File: config.mk
export PLATFORM = sky130hd
export DESIGN_NAME = mem_arbiter
export DESIGN_NICKNAME = d
export VERILOG_FILES = /design/src/rtl/mem_arbiter.sv
export SDC_FILE = /design/constraint.sdc
export NUM_CORES = 1
export LEC_CHECK = 0
export ABC_AREA = 1
export CAP_MARGIN = 20
export CELL_PAD_IN_SITES_DETAIL_PLACEMENT = 0
export CELL_PAD_IN_SITES_GLOBAL_PLACEMENT = 1
export CORE_MARGIN = 4
export CORE_UTILIZATION = 11
export CTS_CLUSTER_SIZE = 40
export DETAILED_ROUTE_END_ITERATION = 10
export GPL_ROUTABILITY_DRIVEN = 0
export PLACE_DENSITY_LB_ADDON = 0.1
export SYNTH_ARGS = -nofsm -noshare
export SYNTH_HDL_FRONTEND = slang
export SYNTH_SLANG_ARGS = --single-unit
File: constraint.sdc
create_clock -name i_clk -period 2.45 [get_ports i_clk]
set_clock_uncertainty 0.05 [all_clocks]
set_input_delay 0.49 -clock i_clk [delete_from_list [all_inputs] [get_ports i_clk]]
set_output_delay 0.49 -clock i_clk [all_outputs]
set_load 0.01 [all_outputs]
File: src/rtl/mem_arbiter.sv
`default_nettype none
// ============================================================================
// mem_arbiter : two-requester single-port memory arbiter, burst-limited
//               round-robin with a one-deep read-response pipeline.
// Revision    : 1.0
// ============================================================================
module mem_arbiter #(
    parameter int unsigned BURST_MAX = 4
) (
    input  logic        i_clk,
    input  logic        rst,

    input  logic        i_m0_req,
    input  logic        i_m0_we,
    input  logic [31:0] i_m0_addr,
    input  logic [31:0] i_m0_wdata,
    input  logic [3:0]  i_m0_bmask,
    output logic        o_m0_gnt,
    output logic        o_m0_rvalid,
    output logic [31:0] o_m0_rdata,

    input  logic        i_m1_req,
    input  logic        i_m1_we,
    input  logic [31:0] i_m1_addr,
    input  logic [31:0] i_m1_wdata,
    input  logic [3:0]  i_m1_bmask,
    output logic        o_m1_gnt,
    output logic        o_m1_rvalid,
    output logic [31:0] o_m1_rdata,

    output logic        o_mem_en,
    output logic        o_mem_we,
    output logic [31:0] o_mem_addr,
    output logic [31:0] o_mem_wdata,
    output logic [3:0]  o_mem_bmask,
    input  logic [31:0] i_mem_rdata
);

    localparam logic [3:0] C_BURST_MAX = 4'(BURST_MAX);

    typedef enum logic [1:0] {
        ST_IDLE = 2'd0,
        ST_OWN0 = 2'd1,
        ST_OWN1 = 2'd2
    } state_t;

    state_t     state_q,     state_d;
    logic [3:0] burst_cnt_q, burst_cnt_d;
    logic       last_id_q,   last_id_d;
    logic       pend_vld_q,  pend_vld_d;
    logic       pend_id_q,   pend_id_d;

    logic       gnt0, gnt1;
    logic       own_id, req_own, req_oth;
    logic       sel_we;

    // Owner-relative view lets one branch serve both OWN states.
    assign own_id  = (state_q == ST_OWN1);
    assign req_own = own_id ? i_m1_req : i_m0_req;
    assign req_oth = own_id ? i_m0_req : i_m1_req;

    always_comb begin
        gnt0        = 1'b0;
        gnt1        = 1'b0;
        state_d     = state_q;
        burst_cnt_d = burst_cnt_q;

        case (state_q)
            ST_IDLE: begin
                if (i_m0_req && i_m1_req) begin
                    gnt0 = last_id_q;
                    gnt1 = ~last_id_q;
                end else begin
                    gnt0 = i_m0_req;
                    gnt1 = i_m1_req;
                end
                if (gnt0 || gnt1) begin
                    state_d     = gnt1 ? ST_OWN1 : ST_OWN0;
                    burst_cnt_d = 4'd1;
                end
            end
            ST_OWN0, ST_OWN1: begin
                if (req_own && ((burst_cnt_q < C_BURST_MAX) || !req_oth)) begin
                    gnt0        = ~own_id;
                    gnt1        = own_id;
                    burst_cnt_d = (burst_cnt_q >= C_BURST_MAX) ? C_BURST_MAX
                                                               : burst_cnt_q + 4'd1;
                end else if (req_oth) begin
                    gnt0        = own_id;
                    gnt1        = ~own_id;
                    state_d     = own_id ? ST_OWN0 : ST_OWN1;
                    burst_cnt_d = 4'd1;
                end else begin
                    state_d     = ST_IDLE;
                    burst_cnt_d = 4'd0;
                end
            end
            default: begin
                state_d     = ST_IDLE;
                burst_cnt_d = 4'd0;
            end
        endcase

        // Reset holds every strobe low regardless of requests.
        if (!rst) begin
            gnt0 = 1'b0;
            gnt1 = 1'b0;
        end
    end

    assign last_id_d  = (gnt0 || gnt1) ? gnt1 : last_id_q;
    assign sel_we     = gnt1 ? i_m1_we : i_m0_we;
    assign pend_vld_d = (gnt0 || gnt1) && !sel_we;
    assign pend_id_d  = gnt1;

    always_ff @(posedge i_clk) begin
        if (!rst) begin
            state_q     <= ST_IDLE;
            burst_cnt_q <= 4'd0;
            last_id_q   <= 1'b1;
            pend_vld_q  <= 1'b0;
            pend_id_q   <= 1'b0;
        end else begin
            state_q     <= state_d;
            burst_cnt_q <= burst_cnt_d;
            last_id_q   <= last_id_d;
            pend_vld_q  <= pend_vld_d;
            pend_id_q   <= pend_id_d;
        end
    end

    assign o_m0_gnt    = gnt0;
    assign o_m1_gnt    = gnt1;

    assign o_mem_en    = gnt0 | gnt1;
    assign o_mem_we    = o_mem_en & sel_we;
    assign o_mem_addr  = gnt1 ? i_m1_addr  : i_m0_addr;
    assign o_mem_wdata = gnt1 ? i_m1_wdata : i_m0_wdata;
    assign o_mem_bmask = o_mem_en ? (gnt1 ? i_m1_bmask : i_m0_bmask) : 4'd0;

    // Gating with rst drops a response whose read was granted just before reset.
    assign o_m0_rvalid = rst & pend_vld_q & ~pend_id_q;
    assign o_m1_rvalid = rst & pend_vld_q &  pend_id_q;
    assign o_m0_rdata  = o_m0_rvalid ? i_mem_rdata : 32'd0;
    assign o_m1_rdata  = o_m1_rvalid ? i_mem_rdata : 32'd0;

endmodule
`default_nettype wire

== Yosys cells after proc, flatten, opt, wreduce, memory -nomap -nowiden ==
Cells that the tools add are included.

* Bits of input ports: 174
* Register bits after elaboration: 9
* Output and inout port bits: 138

* $lt $le $gt $ge: 2
* Eq/ne operators: 4
* Bitwise logic cells: 8
* Reductions and logical operators: 11
* Multiplexer cells: 32
* Add/subtract/negate cells: 1

{| class="wikitable"
|+ Operators with widths
! operator !! count
|-
| 32-bit two-way mux || 4
|-
| 4-bit two-way mux || 5
|-
| 1-bit two-way mux || 14
|-
| 2-bit two-way mux || 5
|-
| 4-bit case mux with 2 select lines || 1
|-
| 4-bit by 1-bit adder with 4-bit output (second input constant) || 1
|-
| 1-bit bitwise AND || 4
|-
| 4-bit by 3-bit greater-or-equal comparator with 1-bit output (second input constant) || 1
|-
| 4-bit by 3-bit < comparator with 1-bit output (second input constant) || 1
|-
| 2-bit inequality test (second input constant) || 2
|-
| 1-bit case mux with 2 select lines || 2
|-
| 2-bit case mux with 2 select lines || 1
|-
| 1-bit logical AND || 3
|-
| 1-bit logical OR || 3
|-
| 1-bit inverter || 3
|-
| 2-bit by 1-bit equality test with 1-bit output (second input constant) || 1
|-
| 2-bit equality test (second input constant) || 1
|-
| 1-bit logical NOT || 2
|-
| 2-bit logical NOT || 1
|-
| 2-bit AND reduction || 1
|-
| 2-bit OR reduction || 1
|-
| 1-bit bitwise OR || 1
|}

== Longest topological paths before layout ==
* Word-level depth: 11
* Mapped depth: 16

== Worst setup path after synthesis ==
No wires, ideal clock.

* Path type: flip-flop to output port
* From: reg state_q[0]
* To: out o_mem_addr[10]
* Stages on the path, launching flop included: 16
* Path buffers: 2
* Data arrival time: 1698 ps
* Path slack: 212 ps
* Cell sequence: dfxtp_1 > inv_1 > ha_1 > nand2_1 > nand2_1 > nand2_1 > nand3_2 > nand2_1 > nand2_2 > nand2_4 > nand2_4 > inv_2 > buf_6 > buf_6 > nand2_1 > nand2_1

* Word-level cells in the longest chain between the ends: 9
* Elaborated cells between the ends (all ways): 15

{| class="wikitable"
|+ RTL lines
! what !! RTL line !! text
|-
| start: declaration || 47 || <nowiki>state_t state_q, state_d;</nowiki>
|-
| start signal: assignment || 124 || <nowiki>state_q <= state_d;</nowiki>
|-
| 2-bit equality test || 58, 68 ||
|-
| 1-bit two-way mux || 60 || <nowiki>assign req_oth = own_id ? i_m0_req : i_m1_req;</nowiki>
|-
| 1-bit logical NOT || 83 || <nowiki>if (req_own && ((burst_cnt_q < C_BURST_MAX) || !req_oth)) begin</nowiki>
|-
| 1-bit logical OR || 83 ||
|-
| 1-bit logical AND || 83 ||
|-
| 1-bit two-way mux || 83 ||
|-
| 1-bit case mux with 2 select lines (*) || 68 || <nowiki>case (state_q)</nowiki>
|-
| 1-bit two-way mux (*) || 105 || <nowiki>if (!rst) begin</nowiki>
|-
| 32-bit two-way mux (*) || 137 || <nowiki>assign o_mem_addr = gnt1 ? i_m1_addr : i_m0_addr;</nowiki>
|-
| end: declaration || 33 || <nowiki>output logic [31:0] o_mem_addr,</nowiki>
|}

Every way passes the cells marked *; elsewhere a longest branch is shown, timed or not.

== Final worst setup path ==
* From: reg state_q[1]
* To: out o_mem_bmask[0]

* Word-level cells in the longest chain between the ends: 10
* Elaborated cells between the ends (all ways): 21

{| class="wikitable"
|+ RTL lines
! what !! RTL line !! text
|-
| 2-bit equality test || 58, 68 ||
|-
| 1-bit two-way mux || 60 ||
|-
| 1-bit logical NOT || 83 ||
|-
| 1-bit logical OR || 83 ||
|-
| 1-bit logical AND || 83 ||
|-
| 1-bit two-way mux || 83 ||
|-
| 1-bit case mux with 2 select lines || 68 ||
|-
| 1-bit two-way mux || 105 ||
|-
| 4-bit two-way mux or 1-bit bitwise OR (tied branches) || 139, 135 ||
|-
| 4-bit two-way mux (*) || 139 || <nowiki>assign o_mem_bmask = o_mem_en ? (gnt1 ? i_m1_bmask : i_m0_bmask) : 4'd0;</nowiki>
|-
| end: declaration || 35 || <nowiki>output logic [3:0] o_mem_bmask,</nowiki>
|}

Marked as above.

==> results.sh <==
export IMPL_worstMarginPinSlew_ns=0.326
export IMPL_critPathTopFamily="simple AND/OR/NAND/NOR gates"
export IMPL_layout_setup_ws_ns=-0.256
export IMPL_p_per_area_nw_per_um2=838
export IMPL_status="finished with violations"
export IMPL_synth_area_mux_share_pct=0
export IMPL_cp_common_cell="nand2_4"
export IMPL_num_rows=48
export IMPL_cp_arrival_ns=2.17
export IMPL_grt_pass1_wl_um=24600
export IMPL_internal_power_uw=3120
export IMPL_finalNonFillerCells=1027
export IMPL_grt_start_max_net_pins=17
export IMPL_fin_crit_ns=2.71
export IMPL_worstPathMaxFanout=6
export IMPL_hold_path_depth=2
export IMPL_synthXorXnorAreaFrac_pct=0
export IMPL_combPwrFrac_pct=90.2
export IMPL_syn_area_per_cell_sq_um=4.51
export IMPL_drtIter0Drc=101
export IMPL_grt_ovfl_total=0
export IMPL_layout_nets=982
export IMPL_pwr_share_seq_pct=4.6
export IMPL_pwr_share_clk_pct=5.2
export IMPL_sw_frac_of_total_pct=44.4
export IMPL_clock_latency_ns=0.23
export IMPL_crit_required_ns=1.91
export IMPL_fin_crit_sh_pct=110
export IMPL_synth_top_family_by_area="simple AND/OR/NAND/NOR gates"
export IMPL_drt_first_pass_iters=4
export IMPL_final_cell_mix="172 x clkdlybuf4s50_1, 115 x nand2_1, 77 x nor2_1"
export IMPL_rsz0062_at_grt="true"
export IMPL_grt_util_all_layers_pct=15.7
export IMPL_critical_path_class="reg2out"
export IMPL_clock_sinks=9
export IMPL_die_h_um=141
export IMPL_synth_distinct_cells=20
export IMPL_synth_area_sq_um=1940
export IMPL_design_die_area_sq_um=19800
export IMPL_ys_ff_latch=9
export IMPL_pre_cts_ws_ns=-0.823
export IMPL_totalWireLength_um=17000
export IMPL_synth_warnings=0
export IMPL_switching_power_uw=2490
export IMPL_finalCoreUtilization_pct=38.7
export IMPL_end_kind="output pin"
export IMPL_cts_htree_levels=1
export IMPL_cp_slowest_cell="dfxtp_4"
export IMPL_dp_hpwl_um=12500
export IMPL_relSlewSlack_pct=78.2
export IMPL_antenna_found_initial=0
export IMPL_hold_path_startpoint="burst_cnt_q[3]$_SDFFE_PN0P_"
export IMPL_drc=0
export IMPL_cts_root_buf="clkbuf_16"
export IMPL_tns_ns=-15.65
export IMPL_cts_tree="yes"
export IMPL_cts_buffers=3
export IMPL_violations="negative setup slack"
export IMPL_reg2reg_depth=20
export IMPL_cpPeakStageDelay_ns=0.39
export IMPL_die_x_um=141
export IMPL_hold_path_class="reg2reg"
export IMPL_min_to="burst_cnt_q[3]$_SDFFE_PN0P_"
export IMPL_crit_buf_inv=5
export IMPL_clkTransAtPathRegs_ns=0.04
export IMPL_ir_drop_uv=482
export IMPL_clk_path_buf_depth=2
export IMPL_synthCells=429
export IMPL_max_freq_mhz=370
export IMPL_drive_above_1_share_pct=42.1
export IMPL_layout_commonest_cell="clkdlybuf4s50_1"
export IMPL_core_area_sq_um=17300
export IMPL_setup_viol=73
export IMPL_routed_via_density=3.91
export IMPL_first_global_vias=4118
export IMPL_r2r_setup_slack_ns=-0.20
export IMPL_r2r_end="state_q[1]$_SDFFE_PN0P_"
export IMPL_maxCapViolCount=0
export IMPL_finalHoldWorstSlack_ns=0.396
export IMPL_area_growth_pct=245
export IMPL_hold_viol_final=0
export IMPL_yosysSeqAreaShare_pct=9.30
export IMPL_ant_nets=0
export IMPL_via_count=4018
export IMPL_io_pins=312
export IMPL_place_inst=986
export IMPL_p_leak_uw=0.00351
export IMPL_synth_compound_area_share_pct=2.65
export IMPL_start_kind="flop"
export IMPL_io_buffers=311
export IMPL_path_cells="inv_4, ha_4, inv_4, a21oi_4, nand2_2, nand2_4, nand2_4, nand2_4, nand2_8, buf_6, buf_6, nand2_4, nand2_2, nor2_1, buf_2"
export IMPL_syn_num_nets=608
export IMPL_cts_hold_buf=0
export IMPL_wl_per_cell_um=16.6
export IMPL_maxSlewViolCount=0
export IMPL_synthAdderAreaFrac_pct=3.23
export IMPL_antenna_cells=0
export IMPL_r2r_start="state_q[1]$_SDFFE_PN0P_"
export IMPL_initial_core_util_pct=11.2
export IMPL_synth_simple_area_share_pct=66.3
flip-flops by register name, indices dropped and copies added (netlist names):
signal	count
burst_cnt_q	4
last_id_q	1
pend_id_q	1
pend_vld_q	1
state_q	2
layer usage:
metal	part of all wire, %	track usage, %
met2	56	31.0
met4	2.7	3.98
met1	36	17.5
met3	5.1	2.07
met5	0	0
power groups by stage:
stage,registers (uW),clock network (uW),logic [uW]
6_report,260,291,5050
3_3_place_gp,234,0,3430
5_1_grt,268,305,5410
3_5_place_dp,233,0,3420
4_1_cts,253,297,4250
2_1_floorplan,225,0,1460
through the flow:
step	cell area, sq um	power (uW)
6_report	6690	5610
3_5_place_dp	5560	3660
3_3_place_gp	5560	3660
4_1_cts	5940	4800
2_1_floorplan	1940	1690
5_1_grt	6690	5980
worst max-delay path by stage:
stage                       startpoint              to  slack [ns]  cells past startpoint
2_1_floorplan  state_q[0]$_SDFFE_PN0P_  o_mem_addr[10]        0.21                     15
3_3_place_gp                  i_m0_req  o_mem_addr[26]       -0.81                     13
3_5_place_dp                  i_m0_req  o_mem_addr[26]       -0.82                     13
4_1_cts        state_q[1]$_SDFFE_PN0P_  o_mem_bmask[1]       -0.23                     14
5_1_grt        state_q[0]$_SDFFE_PN0P_  o_mem_wdata[1]       -0.35                     17
6_report       state_q[1]$_SDFFE_PN0P_  o_mem_bmask[0]       -0.26                     15
Yosys cell counts:
| cell | instances | area [sq um] |
|---|---|---|
| clkbuf_1 | 6 | 22.5 |
| buf_2 | 4 | 20.0 |
| o211ai_1 | 1 | 7.51 |
| buf_6 | 7 | 78.8 |
| nand3b_1 | 2 | 15.0 |
| nor2_1 | 81 | 304 |
| inv_1 | 54 | 203 |
| nand2_4 | 2 | 22.5 |
| a21oi_2 | 1 | 8.76 |
| nand3_1 | 6 | 30.0 |
| nand2_2 | 1 | 6.26 |
| dfxtp_1 | 9 | 180 |
| buf_4 | 4 | 30.0 |
| a21oi_1 | 6 | 30.0 |
| nand3_2 | 1 | 10.0 |
| nand2_1 | 231 | 867 |
| inv_2 | 1 | 3.75 |
| o21ai_0 | 1 | 5.00 |
| nor3_1 | 6 | 30.0 |
| ha_1 | 5 | 62.6 |
worst register-to-register path, stage by stage (launching register included):
cell and delay (ns):
dfxtp_4 0.39, inv_4 0.05, ha_4 0.28, inv_4 0.04, a21oi_4 0.13, nand2_2 0.10
buf_4 0.14, buf_4 0.12, buf_4 0.12, buf_6 0.10, buf_6 0.10, buf_6 0.10
buf_6 0.10, buf_6 0.10, buf_6 0.10, buf_6 0.10, buf_6 0.10, buf_6 0.11
nand2_4 0.06, nand3_2 0.06, a21oi_2 0.12
layout make-up:
cell class	count	area (sq um)
clock buffers	4	78.8
fillers	1831	10600
inverters	55	248
multi-input cells	344	2040
flip-flops and latches	9	188
well taps	225	282
repair buffers	390	3860
cell families after synthesis:
kind of cell	after synthesis
simple gates	330
buf+inv	76
compound gates	9
flops	9
fa+ha+maj	5
repair_timing:
action                     in CTS  in global routing
gates resized for setup       589                193
pin swaps                      29                 44
setup endpoints to repair     138                 79
gates cloned                   13                  2
buffers inserted               23                  2
(Power assumes the default switching activity.)
